$ cat config.mk
export PLATFORM = sky130hd
export DESIGN_NAME = uart_cmd_ctrl
export DESIGN_NICKNAME = d
export VERILOG_FILES = /design/src/rtl/uart_cmd_pkg.sv /design/src/rtl/uart_cmd_timer.sv /design/src/rtl/uart_cmd_ctrl.sv
export SDC_FILE = /design/constraint.sdc
export NUM_CORES = 1
export LEC_CHECK = 0
export CORE_MARGIN = 2
export CORE_UTILIZATION = 43
export CTS_BUF_LIST = sky130_fd_sc_hd__clkbuf_16
export DETAILED_ROUTE_END_ITERATION = 6
export GPL_ROUTABILITY_DRIVEN = 0
export PLACE_DENSITY = 0.78
export SLEW_MARGIN = 20
export SYNTH_ARGS = -nofsm -noshare
export SYNTH_HDL_FRONTEND = slang
export SYNTH_SLANG_ARGS = --single-unit
$ cat constraint.sdc
create_clock -name clk -period 1.7 [get_ports clk]
set_input_delay 0.425 -clock clk [delete_from_list [all_inputs] [get_ports clk]]
set_output_delay 0.425 -clock clk [all_outputs]
set_load 0.01 [all_outputs]
$ cat src/rtl/uart_cmd_pkg.sv
// Shared opcodes and sequencer state encoding for the UART command path.
package uart_cmd_pkg;

  localparam logic [7:0] WR_CMD = 8'hAA;
  localparam logic [7:0] RD_CMD = 8'hBB;

  typedef enum logic [2:0] {
    ST_IDLE,
    ST_WR_ADDR,
    ST_WR_DATA,
    ST_WR_EXEC,
    ST_RD_ADDR,
    ST_RD_EXEC,
    ST_RD_WAIT,
    ST_TX_SEND
  } state_t;

endpackage

$ cat src/rtl/uart_cmd_timer.sv
// Inter-byte watchdog counter: clears on clr, counts while run, flags the
// last allowed cycle. Built only when UART_CMD_TIMEOUT_EN is defined.
`ifdef UART_CMD_TIMEOUT_EN
module uart_cmd_timer #(
  parameter int unsigned TIMEOUT_CYC = 4096
) (
  input  logic clk,
  input  logic rst,
  input  logic run,
  input  logic clr,
  output logic expired_c
);

  localparam int unsigned CNT_W = (TIMEOUT_CYC > 1) ? $clog2(TIMEOUT_CYC) : 1;

  logic [CNT_W-1:0] cnt;

  assign expired_c = (cnt == CNT_W'(TIMEOUT_CYC - 1));

  // Count idle cycles within a frame; saturate at the expiry value.
  always_ff @(posedge clk) begin
    if (rst || clr) begin
      cnt <= '0;
    end else if (run && !expired_c) begin
      cnt <= cnt + CNT_W'(1);
    end
  end

endmodule
`endif

$ cat src/rtl/uart_cmd_ctrl.sv
// UART command sequencer: decodes write/read frames into register-file
// strobes and returns read data to the transmitter.
// Optional inter-byte timeout enabled by defining UART_CMD_TIMEOUT_EN.
module uart_cmd_ctrl
  import uart_cmd_pkg::*;
#(
  parameter int unsigned DATA_W      = 8,
  parameter int unsigned ADDR_W      = 4,
  parameter int unsigned TIMEOUT_CYC = 4096
) (
  input  logic              clk,
  input  logic              rst,
  input  logic [DATA_W-1:0] rx_data,
  input  logic              rx_valid,
  output logic [ADDR_W-1:0] rf_addr,
  output logic [DATA_W-1:0] rf_wr_data,
  output logic              rf_wr_en,
  output logic              rf_rd_en,
  input  logic [DATA_W-1:0] rf_rd_data,
  input  logic              rf_rd_valid,
  output logic [DATA_W-1:0] tx_data,
  output logic              tx_valid,
  input  logic              tx_busy,
  output logic              busy,
  output logic              frame_err
);

  state_t state;
  logic   addr_ok_c;
  logic   timeout_c;

  assign addr_ok_c = (rx_data[DATA_W-1:ADDR_W] == '0);

`ifdef UART_CMD_TIMEOUT_EN
  logic timer_run_c;
  logic timer_clr_c;

  assign timer_run_c = (state == ST_WR_ADDR) || (state == ST_WR_DATA) ||
                       (state == ST_RD_ADDR);
  assign timer_clr_c = rx_valid || !timer_run_c;

  uart_cmd_timer #(
    .TIMEOUT_CYC (TIMEOUT_CYC)
  ) u_timer (
    .clk       (clk),
    .rst       (rst),
    .run       (timer_run_c),
    .clr       (timer_clr_c),
    .expired_c (timeout_c)
  );
`else
  // Without the watchdog a partial frame waits forever.
  localparam int unsigned unused_timeout_cyc = TIMEOUT_CYC;
  assign timeout_c = 1'b0;
`endif

  // Frame sequencer with registered strobes, busy and error pulse.
  always_ff @(posedge clk) begin
    if (rst) begin
      state      <= ST_IDLE;
      rf_addr    <= '0;
      rf_wr_data <= '0;
      tx_data    <= '0;
      rf_wr_en   <= 1'b0;
      rf_rd_en   <= 1'b0;
      tx_valid   <= 1'b0;
      busy       <= 1'b0;
      frame_err  <= 1'b0;
    end else begin
      rf_wr_en  <= 1'b0;
      rf_rd_en  <= 1'b0;
      tx_valid  <= 1'b0;
      frame_err <= 1'b0;
      case (state)
        ST_IDLE: begin
          if (rx_valid) begin
            if (rx_data == DATA_W'(WR_CMD)) begin
              state <= ST_WR_ADDR;
              busy  <= 1'b1;
            end else if (rx_data == DATA_W'(RD_CMD)) begin
              state <= ST_RD_ADDR;
              busy  <= 1'b1;
            end else begin
              frame_err <= 1'b1;
            end
          end
        end
        ST_WR_ADDR, ST_RD_ADDR: begin
          if (rx_valid) begin
            if (!addr_ok_c) begin
              state     <= ST_IDLE;
              busy      <= 1'b0;
              frame_err <= 1'b1;
            end else begin
              rf_addr <= rx_data[ADDR_W-1:0];
              if (state == ST_WR_ADDR) begin
                state <= ST_WR_DATA;
              end else begin
                state    <= ST_RD_EXEC;
                rf_rd_en <= 1'b1;
              end
            end
          end else if (timeout_c) begin
            state     <= ST_IDLE;
            busy      <= 1'b0;
            frame_err <= 1'b1;
          end
        end
        ST_WR_DATA: begin
          if (rx_valid) begin
            rf_wr_data <= rx_data;
            rf_wr_en   <= 1'b1;
            state      <= ST_WR_EXEC;
          end else if (timeout_c) begin
            state     <= ST_IDLE;
            busy      <= 1'b0;
            frame_err <= 1'b1;
          end
        end
        ST_WR_EXEC: begin
          frame_err <= rx_valid;
          state     <= ST_IDLE;
          busy      <= 1'b0;
        end
        ST_RD_EXEC: begin
          frame_err <= rx_valid;
          state     <= ST_RD_WAIT;
        end
        ST_RD_WAIT: begin
          frame_err <= rx_valid;
          if (rf_rd_valid) begin
            tx_data <= rf_rd_data;
            state   <= ST_TX_SEND;
          end
        end
        ST_TX_SEND: begin
          frame_err <= rx_valid;
          if (!tx_busy) begin
            tx_valid <= 1'b1;
            state    <= ST_IDLE;
            busy     <= 1'b0;
          end
        end
        default: begin
          state <= ST_IDLE;
          busy  <= 1'b0;
        end
      endcase
    end
  end

endmodule

Word level (Yosys, flattened, before mapping)
Index checks and enable logic that the tools add are counted.
Storage, ports and cells
  register bits after elaboration: 28
  input port bits: 21
  output and inout port bits: 25
  logic and storage cells: 69
Operators by class
  eq/ne operators: 16
  muxes and demuxes: 26
  bitwise operators: 5
  reductions and logical operators: 13
Operators with widths (count)
  two-way mux 3 bit: 9
  one-hot mux 3 bit (7 select lines): 1
  equality test 8 bit, second input constant: 2
  two-way mux 1 bit: 14
  equality test 3 bit, second input constant: 4
  != test 2 bit, second input constant: 6
  AND reduction 6 bit: 2
  one-hot mux 1 bit (4 select lines): 2
  OR reduction 4 bit: 2
  equality test 3 x 2 -> 1 bit, second input constant: 2
  OR reduction 2 bit: 3
  NOT 1 bit: 5
  zero test 4 bit: 1
  AND reduction 2 bit: 2
  nonzero test 4 bit: 1
  equality test 3 x 1 -> 1 bit, second input constant: 1
  zero test 3 bit: 1
  != test 3 bit, second input constant: 1
  AND reduction 3 bit: 1

Depth between registers and ports, before layout
  word-level depth: 5
  depth in mapped cells: 6

Least setup slack after synthesis
Ideal clock, no wire load.
  path kind: input to register
  from: input rx_data[7]
  to: register state[2]
  setup time: 0.086 ns
  arrival time: 1.395 ns
  setup slack: 0.219 ns
  stages: 4
  cells stage by stage: or4_4 -> nand3_2 -> o311ai_2 -> a221oi_2
Between the ends
  longest elaborated chain between the ends: 4
  elaborated cells between the ends (all ways): 10
Ends and longest elaborated chain
  from (decl): RTL line uart_cmd_ctrl.sv:13  | input logic [DATA_W-1:0] rx_data,
  equality test 8 bit / zero test 4 bit (equally long branches): RTL line uart_cmd_ctrl.sv:77, uart_cmd_ctrl.sv:32
  two-way mux 3 bit (on tied branches): RTL line uart_cmd_ctrl.sv:77, uart_cmd_ctrl.sv:90
  two-way mux 3 bit (on tied branches): RTL line uart_cmd_ctrl.sv:76, uart_cmd_ctrl.sv:89
  one-hot mux 3 bit (7 select lines): RTL line uart_cmd_ctrl.sv:74  | case (state)
  to (signal assigned): RTL line uart_cmd_ctrl.sv:78  | state <= ST_WR_ADDR;
  to (signal assigned): RTL line uart_cmd_ctrl.sv:81  | state <= ST_RD_ADDR;
  to (signal assigned): RTL line uart_cmd_ctrl.sv:91  | state <= ST_IDLE;
  to (decl): RTL line uart_cmd_ctrl.sv:28  | state_t state;
Parallel ways exist; a longest one is shown, timed or not. The select of a mux whose other input is x is not followed.
A chain may end at the register's enable or synchronous reset.

Worst setup path in the final report
  from: input rx_data[4]
  to: register state[2]
Same word-level chain as after synthesis.

==> impl_metrics.tcl <==
set metrics [dict create \
    drive_above_1_share 0.179 \
    hold_viol 0 \
    comb_power_share 0.089 \
    cts_sinks 28 \
    htreeDepth 1 \
    dieArea_um2 3370 \
    synthCells 146 \
    drc 0 \
    coreArea_um2 2760 \
    ys_warn_count 0 \
    grt_pass1_wl_um 5510 \
    total_leakage_power_nw 0.798 \
    synth_edf_count 0 \
    row_count 19 \
    synth_seq_cells 28 \
    yosysTopAreaCell "dfxtp_1" \
    grt_use_total 0.208 \
    outcome "finished, final reports clean" \
    die_h_um 58.1 \
    maxCapViolCount 0 \
    layout.nets 229 \
    syn_to_final_growth_pct 56.7 \
    insertion_delay_ns 0.26 \
    end_kind "register" \
    fin_crit_ns 1.61 \
    drtPass1Iterations 4 \
    ys_async_sr_fraction 0 \
    synth_most_common_cell "nand2_1" \
    grt_max_degree 17 \
    hpwl_um 2470 \
    routed-via-count 1265 \
    antennaDiodeCount 0 \
    crit_required_ns 1.87 \
    crit_path_start_kind "primary input" \
    critPathMaxFanout 5 \
    wire_per_inst_um 14.1 \
    finalPower_mw 1.49 \
    synthTopCellsByArea "dfxtp_1 45%, nand2_1 11%, a21oi_1 7.6%" \
    drtAntennaViolNets 0 \
    rsz0062_at_grt "false" \
    netSwitchingFraction 0.187 \
    setup_viol 0 \
    cts_tree "yes" \
    synth_seq_area_share 0.446 \
    vias_per_cell 5.32 \
    skew_ns 0.00230 \
    clkPwrFrac 0.464 \
    min_path_type "register to register" \
    synth_top_area_frac 0.446 \
    cts_max_path_buffers 2 \
    whs_ns 0.458 \
    worst_pin_slew_ns 0.417 \
    maxSlewHeadroom 0.721 \
    netlist_area_um2 1260 \
    cts_hold_buffers 0 \
    internal_power_mw 1.21 \
    synth_fp_nets 167 \
    finalCritPeriodShare 0.946 \
    io_buffer_count 45 \
    switchingPower_uw 278 \
    die-width_um 58.1 \
    grt_remaining_overflow 0 \
    start_util 0.456 \
    drtIter0Drc 30 \
    synth-main-ff-cell "dfxtp_1" \
    powerDensity_nw_per_um2 754 \
    path_clk_slew_ns 0.07 \
    drv_slew 0 \
    cp.arrival_ns 1.78 \
    cts_buffers 3 \
    max_freq_mhz 622 \
    crit_type "primary input to register" \
    synth_area_per_cell_um2 8.61 \
    finalWirelength_um 3350 \
    power_frac_seq 0.447 \
    vdd_ir_drop_max_uv 595 \
    synth.distinct_cells 38 \
    synthTopCellsByCount "37 x nand2_1, 28 x dfxtp_1, 19 x a21oi_1" \
    antenna_found_initial 0 \
    grt_pass1_vias 1252 \
    ioPinCount 46 \
    root_buffer "clkbuf_16" \
]
[power groups by stage]
| stage | Sequential (mW) | Combinational (mW) | Clock, mW |
|---|---|---|---|
| finish | 0.664 | 0.132 | 0.689 |
| global route | 0.665 | 0.140 | 0.725 |
| CTS | 0.664 | 0.129 | 0.694 |
| detailed placement | 0.679 | 0.129 | 0 |
| global placement | 0.679 | 0.128 | 0 |
| floorplan | 0.681 | 0.0326 | 0 |
[kinds of logic after synthesis]
| kind of cell | Yosys count | synth area share |
|---|---|---|
| AOI/OAI and AO/OA | 32 | 0.165 |
| xor gates and xnor gates | 2 | 0.0199 |
| buffers and inverters | 10 | 0.0557 |
| DFF | 28 | 0.446 |
| muxes | 4 | 0.0318 |
| and+or+nand+nor | 70 | 0.282 |
[timing repair]
| item | CTS | global route |
|---|---|---|
| endpoints found under the setup margin | 10 | 16 |
| pin swaps | 0 | 2 |
| setup buffers | 0 | 0 |
| gates resized for setup | 6 | 10 |
[placed cells by master (no fill, tap or decap), drive strengths merged, types with 3 or more instances in the layout]
cell type,instances
a21oi,19
buf,19
clkbuf,3
clkdlybuf4s50,37
dfxtp,28
dlygate4sd2,4
dlymetal6s2s,4
inv,3
mux2i,4
nand2,37
nand3,4
nor2,9
nor3,3
nor4,3
[flip-flops by register name, summed over array words and instances, names as in the netlist]
| name | count |
|---|---|
| frame_err | 1 |
| rf_wr_data | 8 |
| rf_rd_en | 1 |
| rf_wr_en | 1 |
| state | 3 |
| rf_addr | 4 |
| busy | 1 |
| tx_data | 8 |
| tx_valid | 1 |
[routing by layer]
layer	up-vias	wire (µm)	GRT usage
met3	4	109	0.0268
met1	598	1450	0.239
met4	0	25	0.0731
met2	28	1770	0.391
met5	-	0	0
li1	635	-	-
[critical path, cell delays in order]
cell           delay, ns
dlygate4sd2_1       0.31
or4_4               0.56
nand3_2             0.10
o311ai_2            0.12
a221oi_2            0.27
[path summary, 6_finish.rpt]
check | slack [ns] | from | cells past startpoint | to
setup / recovery | 0.09 | rx_data[4] | 5 | state[2]$_SDFFE_PP0P_
hold / removal | 0.46 | tx_data[0]$_SDFFE_PP0P_ | 2 | tx_data[0]$_SDFFE_PP0P_
setup reg to reg | 0.09 | state[1]$_SDFFE_PP0P_ | 4 | state[2]$_SDFFE_PP0P_
hold reg to reg | 0.46 | tx_data[0]$_SDFFE_PP0P_ | 2 | tx_data[0]$_SDFFE_PP0P_
[cell type report]
| type | instances | area (µm²) |
|---|---|---|
| inverter | 3 | 11.3 |
| tap | 31 | 38.8 |
| sequential | 28 | 563 |
| clock buffer | 3 | 75.1 |
| timing repair buffer | 64 | 598 |
| fill | 214 | 787 |
| multi-input combinational | 108 | 654 |
| clock inverter | 1 | 30.0 |
[metrics by stage]
stage               std cells  TNS (ns)  utilization  area (µm²)  setup WS (ns)
floorplan                 146         0            -        1260          0.219
global route              238         0        0.715        1970        0.00489
global placement          234     -3.63        0.664        1830         -0.353
detailed placement        234     -4.44        0.664        1830         -0.400
finish                    238         0        0.715        1970         0.0921
CTS                       238         0        0.704        1940         0.0353
No activity file was read; power rests on OpenSTA's default activity.
